File: src/rtl/timer_switch_pkg.sv
// Shared types for the multi-channel staircase timer.
// Holds the channel state encoding and the timer width helper.
package timer_switch_pkg;

  typedef enum logic [1:0] {
    OFF  = 2'd0,
    ON   = 2'd1,
    WARN = 2'd2
  } state_t;

  // Bits needed to hold ON_TIME-1, never less than one.
  function automatic int tw_of(input int on_time);
    int w;
    w = $clog2(on_time);
    return (w < 1) ? 1 : w;
  endfunction

endpackage

File: src/rtl/timer_switch_channel.sv
// One staircase-light channel: OFF/ON/WARN FSM, countdown, blink.
// Ports: clock, reset_n, rise, all_off -> light, warn, remaining.
module timer_switch_channel
  import timer_switch_pkg::*;
#(
  parameter int ON_TIME   = 20,
  parameter int WARN_TIME = 4,
  parameter bit TOGGLE    = 1'b0,
  localparam int TW       = tw_of(ON_TIME)
) (
  input  logic          clock,
  input  logic          reset_n,
  input  logic          rise,
  input  logic          all_off,
  output logic          light,
  output logic          warn,
  output logic [TW-1:0] remaining
);

  localparam logic [TW-1:0] LOAD  = TW'(ON_TIME - 1);
  localparam logic [TW-1:0] WLAST =
    TW'((WARN_TIME > 0) ? WARN_TIME - 1 : 0);
  localparam bit HAS_WARN = (WARN_TIME > 0);

  state_t        state, state_n;
  logic [TW-1:0] timer, timer_n;
  logic          light_n, warn_n;

  always_ff @(posedge clock or negedge reset_n) begin
    if (!reset_n) begin
      state <= OFF;
      timer <= '0;
      light <= 1'b0;
      warn  <= 1'b0;
    end else begin
      state <= state_n;
      timer <= timer_n;
      light <= light_n;
      warn  <= warn_n;
    end
  end

  always_comb begin
    state_n = state;
    timer_n = timer;
    if (all_off) begin
      state_n = OFF;
      timer_n = '0;
    end else begin
      unique case (state)
        OFF: begin
          if (rise) begin
            state_n = ON;
            timer_n = LOAD;
          end
        end
        ON, WARN: begin
          if (rise) begin
            if (TOGGLE) begin
              state_n = OFF;
              timer_n = '0;
            end else begin
              state_n = ON;
              timer_n = LOAD;
            end
          end else if (timer == '0) begin
            state_n = OFF;
          end else begin
            timer_n = timer - 1'b1;
            if (HAS_WARN && timer_n == WLAST)
              state_n = WARN;
          end
        end
        default: begin
          state_n = OFF;
          timer_n = '0;
        end
      endcase
    end
  end

  // Blink index j = WLAST - timer; lit on odd j,
  // so the first warning cycle is dark.
  always_comb begin
    light_n = 1'b0;
    warn_n  = 1'b0;
    unique case (state_n)
      ON:      light_n = 1'b1;
      WARN: begin
        warn_n  = 1'b1;
        light_n = WLAST[0] ^ timer_n[0];
      end
      default: light_n = 1'b0;
    endcase
  end

  assign remaining = timer;

endmodule

File: src/rtl/timer_switch_multi.sv
// Multi-channel staircase-light timer on the 1 Hz tick clock.
// Ports: clock, reset_n, btn, all_off -> light, warn, remaining, any_on.
module timer_switch_multi
  import timer_switch_pkg::*;
#(
  parameter int CHANNELS  = 4,
  parameter int ON_TIME   = 20,
  parameter int WARN_TIME = 4,
  parameter bit TOGGLE    = 1'b0,
  localparam int TW       = tw_of(ON_TIME)
) (
  input  logic                   clock,
  input  logic                   reset_n,
  input  logic [CHANNELS-1:0]    btn,
  input  logic                   all_off,
  output logic [CHANNELS-1:0]    light,
  output logic [CHANNELS-1:0]    warn,
  output logic [CHANNELS*TW-1:0] remaining,
  output logic                   any_on
);

  logic [CHANNELS-1:0] btn_q;
  logic [CHANNELS-1:0] rise;

  // Reset to ones: a button held through reset
  // release must not look like a fresh press.
  always_ff @(posedge clock or negedge reset_n) begin
    if (!reset_n) btn_q <= '1;
    else          btn_q <= btn;
  end

  assign rise = btn & ~btn_q;

  for (genvar i = 0; i < CHANNELS; i++) begin : g_ch
    timer_switch_channel #(
      .ON_TIME   (ON_TIME),
      .WARN_TIME (WARN_TIME),
      .TOGGLE    (TOGGLE)
    ) u_ch (
      .clock     (clock),
      .reset_n   (reset_n),
      .rise      (rise[i]),
      .all_off   (all_off),
      .light     (light[i]),
      .warn      (warn[i]),
      .remaining (remaining[i*TW +: TW])
    );
  end

  // A channel is non-OFF exactly when it is lit or
  // warning, so this is the OR of registered states.
  assign any_on = |(light | warn);

endmodule

File: config.mk
export PLATFORM = sky130hd
export DESIGN_NAME = timer_switch_multi
export DESIGN_NICKNAME = d
export VERILOG_FILES = /design/src/rtl/timer_switch_pkg.sv /design/src/rtl/timer_switch_channel.sv /design/src/rtl/timer_switch_multi.sv
export SDC_FILE = /design/constraint.sdc
export NUM_CORES = 1
export LEC_CHECK = 0
export BUFFER_PORTS_ARGS = -buffer_cell sky130_fd_sc_hd__buf_2
export CORE_MARGIN = 2
export CORE_UTILIZATION = 55
export CTS_CLUSTER_DIAMETER = 150
export DETAILED_ROUTE_END_ITERATION = 10
export PLACE_DENSITY = 0.8
export SETUP_SLACK_MARGIN = 0.1
export SYNTH_ARGS = -nofsm -noshare
export SYNTH_HDL_FRONTEND = slang
export SYNTH_HIERARCHICAL = 1
export SYNTH_SLANG_ARGS = --single-unit
export TNS_END_PERCENT = 100
File: constraint.sdc
create_clock -name clock -period 2.6 [get_ports clock]
set_input_delay 0.52 -clock clock [delete_from_list [all_inputs] [get_ports clock]]
set_output_delay 0.52 -clock clock [all_outputs]
set_load 0.1 [all_outputs]
==> reports/metrics.cfg <==
[drt]
route.detailed.drc = 0
wl_per_cell_um = 14.52
ant_nets = 0
vias_per_cell = 5.725
drt-initial-drc-count = 222
first_pass_iters = 4
vias = 2021
drt_wl_total_um = 5124

[grt]
grt_use_total = 0.2259
grt_max_degree = 41
grt_antenna_before_repair = 0
grt_pass1_vias = 2011
grt_overflow = 0
grt_pass1_wl_um = 9025

[cts]
ctsHoldBuffers = 0
clk_pin_slew_ns = 0.08
cts_max_level = 2
clockBufferDepth = 2
clk_latency_ns = 0.30
cts_tree = built
cts-root-buf = clkbuf_8
cts_buffers = 5
clkSinkCount = 40

[yosys]
synth_top_family_by_area = simple AND/OR/NAND/NOR gates
synth.avg_cell_area_um2 = 9.589
yosys.area_share.adder = 0.1008
synth_cell_type_count = 26
syn_inst = 259
yosysTopAreaCell = dfrtp_1
synth_top_area_share = 0.3627
synth_seq_area_share = 0.4050
synth_compound_area_frac = 0.1652
syn_nets = 286
muxShareOfSynthArea = 0.04030
yosys_warnings = 6
ys_ff_latch = 40
synth.cell_area_mm2 = 0.002484
synth_xor_area_frac = 0.01411
synth-simple-area-share = 0.2302
synth_area_leaders = dfrtp_1 36%, ha_1 10%, o21ai_0 4.8%

[floorplanning]
die_h_um = 71.20
design.die.area_mm2 = 0.005069
start_util = 0.5704
num_rows = 24
ios = 36
core-area_mm2 = 0.004354
die_w_um = 71.20

[cells_and_area]
drive_gt1_frac = 0.2458
fillCellCount = 353
final_cell_mix = 35 x buf_2, 28 x dfrtp_1, 24 x inv_1, 23 x o21ai_0
area_growth_pct = 14.66
final_common_cell = buf_2
num_antenna_cells = 0
nNetsFinal = 327

[critical_path]
startpoint_type = flip-flop
worst-endpoint-required_ns = 2.82
r2r_cells = 8
crit_type = reg2reg
cpPeakStageDelay_ns = 0.44
crit_path_end = g_ch[3].u_ch/light
r2r_start = g_ch[3].u_ch/remaining[0]
crit_path_max_fanout = 6
reg2reg_to = g_ch[3].u_ch/light
startpoint = g_ch[3].u_ch/remaining[0]
crit_chain = inv_1, ha_1, or3b_4, mux2_4, a22o_1, and2_4, ha_1, nor3_1
path_common_cell = ha_1
cp_slowest_cell = dfrtp_2
arrival_ns = 2.58
reg2reg_slack_ns = 0.24
cp-end-kind = flip-flop

[sta]
rsz0062_at_grt = false
finalCritPeriodShare = 0.9069
skew_ns = 0.008548
setup_ws_ns = 0.2420
worst_slew_pin_slew_ns = 0.8668
post-route-min-period_ns = 2.358
relSlewSlack = 0.4222
slew_viol_final = 0
setup_viol = 0
tns_ns = 0
final-hold-violation-count = 0
fmax_mhz = 424.1

[power]
power.static_leakage_nw = 1.380
ir_worst_vdd_v = 0.0003639
powerDensity_mw_per_mm2 = 646.4

[placement]
dp_slack_ns = 0.2659
place.detailed.hpwl_um = 3433
port-buffer-count = 35
gp_congestion = 0.8323

[job]
cap_violations = 0

[min_path]
hp-class = in2reg

[run_status]
outcome = completed

## power breakdown
part	total (W)	switching [W]	internal (W)
clock	0.000511	0.000226	0.000285
combinational	0.000622	0.000428	0.000194
sequential	0.000708	0.0000457	0.000663
## worst max-delay path: cells and delay by family, from the launching register on
family	cells	cell delay (ns)
buffers and inverters	1	0.06
multiplexers	1	0.31
adder cells (fa/ha/maj)	2	0.48
flip-flops	1	0.44
AO/OA/AOI/OAI	1	0.22
AND/OR/NAND/NOR	3	0.77
## kinds of logic (layout without fill, tap and decap cells)
kind of cell	after synthesis	after routing
buffers and inverters	28	70
AND/OR/NAND/NOR	91	91
multiplexers	8	8
flip-flops	40	40
adder cells (fa/ha/maj)	20	20
AO/OA/AOI/OAI	68	68
XOR/XNOR	4	4
## registers in the layout, summed over array words and instances, names as in the netlist
signal,flops
g_ch.u_ch/remaining,20
btn_q,4
g_ch.u_ch/light,4
g_ch.u_ch/state,8
g_ch.u_ch/warn,4
## per-layer routing
layer,track usage,routed length (um),vias to the layer above
met4,0.1027,108,0
met1,0.3042,2462,946
met3,0.05128,215,10
li1,-,-,1009
met5,0,0,-
met2,0.3477,2339,56
## worst min path at each step
stage / start / endpoint / depth (start not counted)
after global placement: g_ch[2].u_ch/remaining[1] / g_ch[2].u_ch/remaining[1] / 2
after floorplan: reset_n / g_ch[0].u_ch/light / 0
after CTS: btn[3] / btn_q[3] / 1
after detailed placement: g_ch[1].u_ch/remaining[1] / g_ch[1].u_ch/remaining[1] / 2
after global routing: btn[1] / btn_q[1] / 1
final: btn[3] / btn_q[3] / 1
## metrics by stage
stage	total power (W)	std cells	utilization	hold WS (ns)	cell area, um2
floorplan	0.001222	259	-	0.2244	2494
global placement	0.001325	345	0.6284	0.5561	2736
detailed placement	0.001334	345	0.6284	0.5654	2736
CTS	0.001852	353	0.6532	0.3034	2844
global route	0.001934	353	0.6540	0.3030	2848
finish	0.001841	353	0.6540	0.3126	2848
## area by class of cell
class	count	area, um2	area share
inverters	24	90.09	0.03163
well taps	52	65.06	0.02285
repair buffers	38	197.7	0.06942
multi-input cells	191	1371	0.4815
flip-flops and latches	40	1016	0.3568
clock buffers	6	72.57	0.02548
clock inverters	2	35.03	0.01230
## cells in the mapped netlist
| cell | number |
|---|---|
| o31ai_1 | 4 |
| nand3b_1 | 4 |
| nor2_1 | 20 |
| o21a_1 | 8 |
| mux2i_1 | 4 |
| nor4b_4 | 4 |
| nand2b_1 | 4 |
| nor3b_1 | 4 |
| dfrtp_1 | 36 |
| dfstp_2 | 4 |
| a22o_1 | 8 |
| ha_1 | 20 |
| nor4_1 | 6 |
| nor2b_1 | 4 |
| a21oi_1 | 20 |
| buf_2 | 4 |
| mux2_4 | 4 |
| o21ai_0 | 24 |
| or3b_4 | 4 |
| inv_1 | 24 |
| nand2_1 | 17 |
| or4_1 | 4 |
| nor3_1 | 16 |
| and2_4 | 4 |
| a211oi_1 | 4 |
| xnor2_1 | 4 |
## what timing repair did
action,in CTS,in global routing
setup buffers,0,0
gates resized for setup,0,2
setup endpoints to repair,0,1
Note: power is estimated with default switching activity, not from simulation.
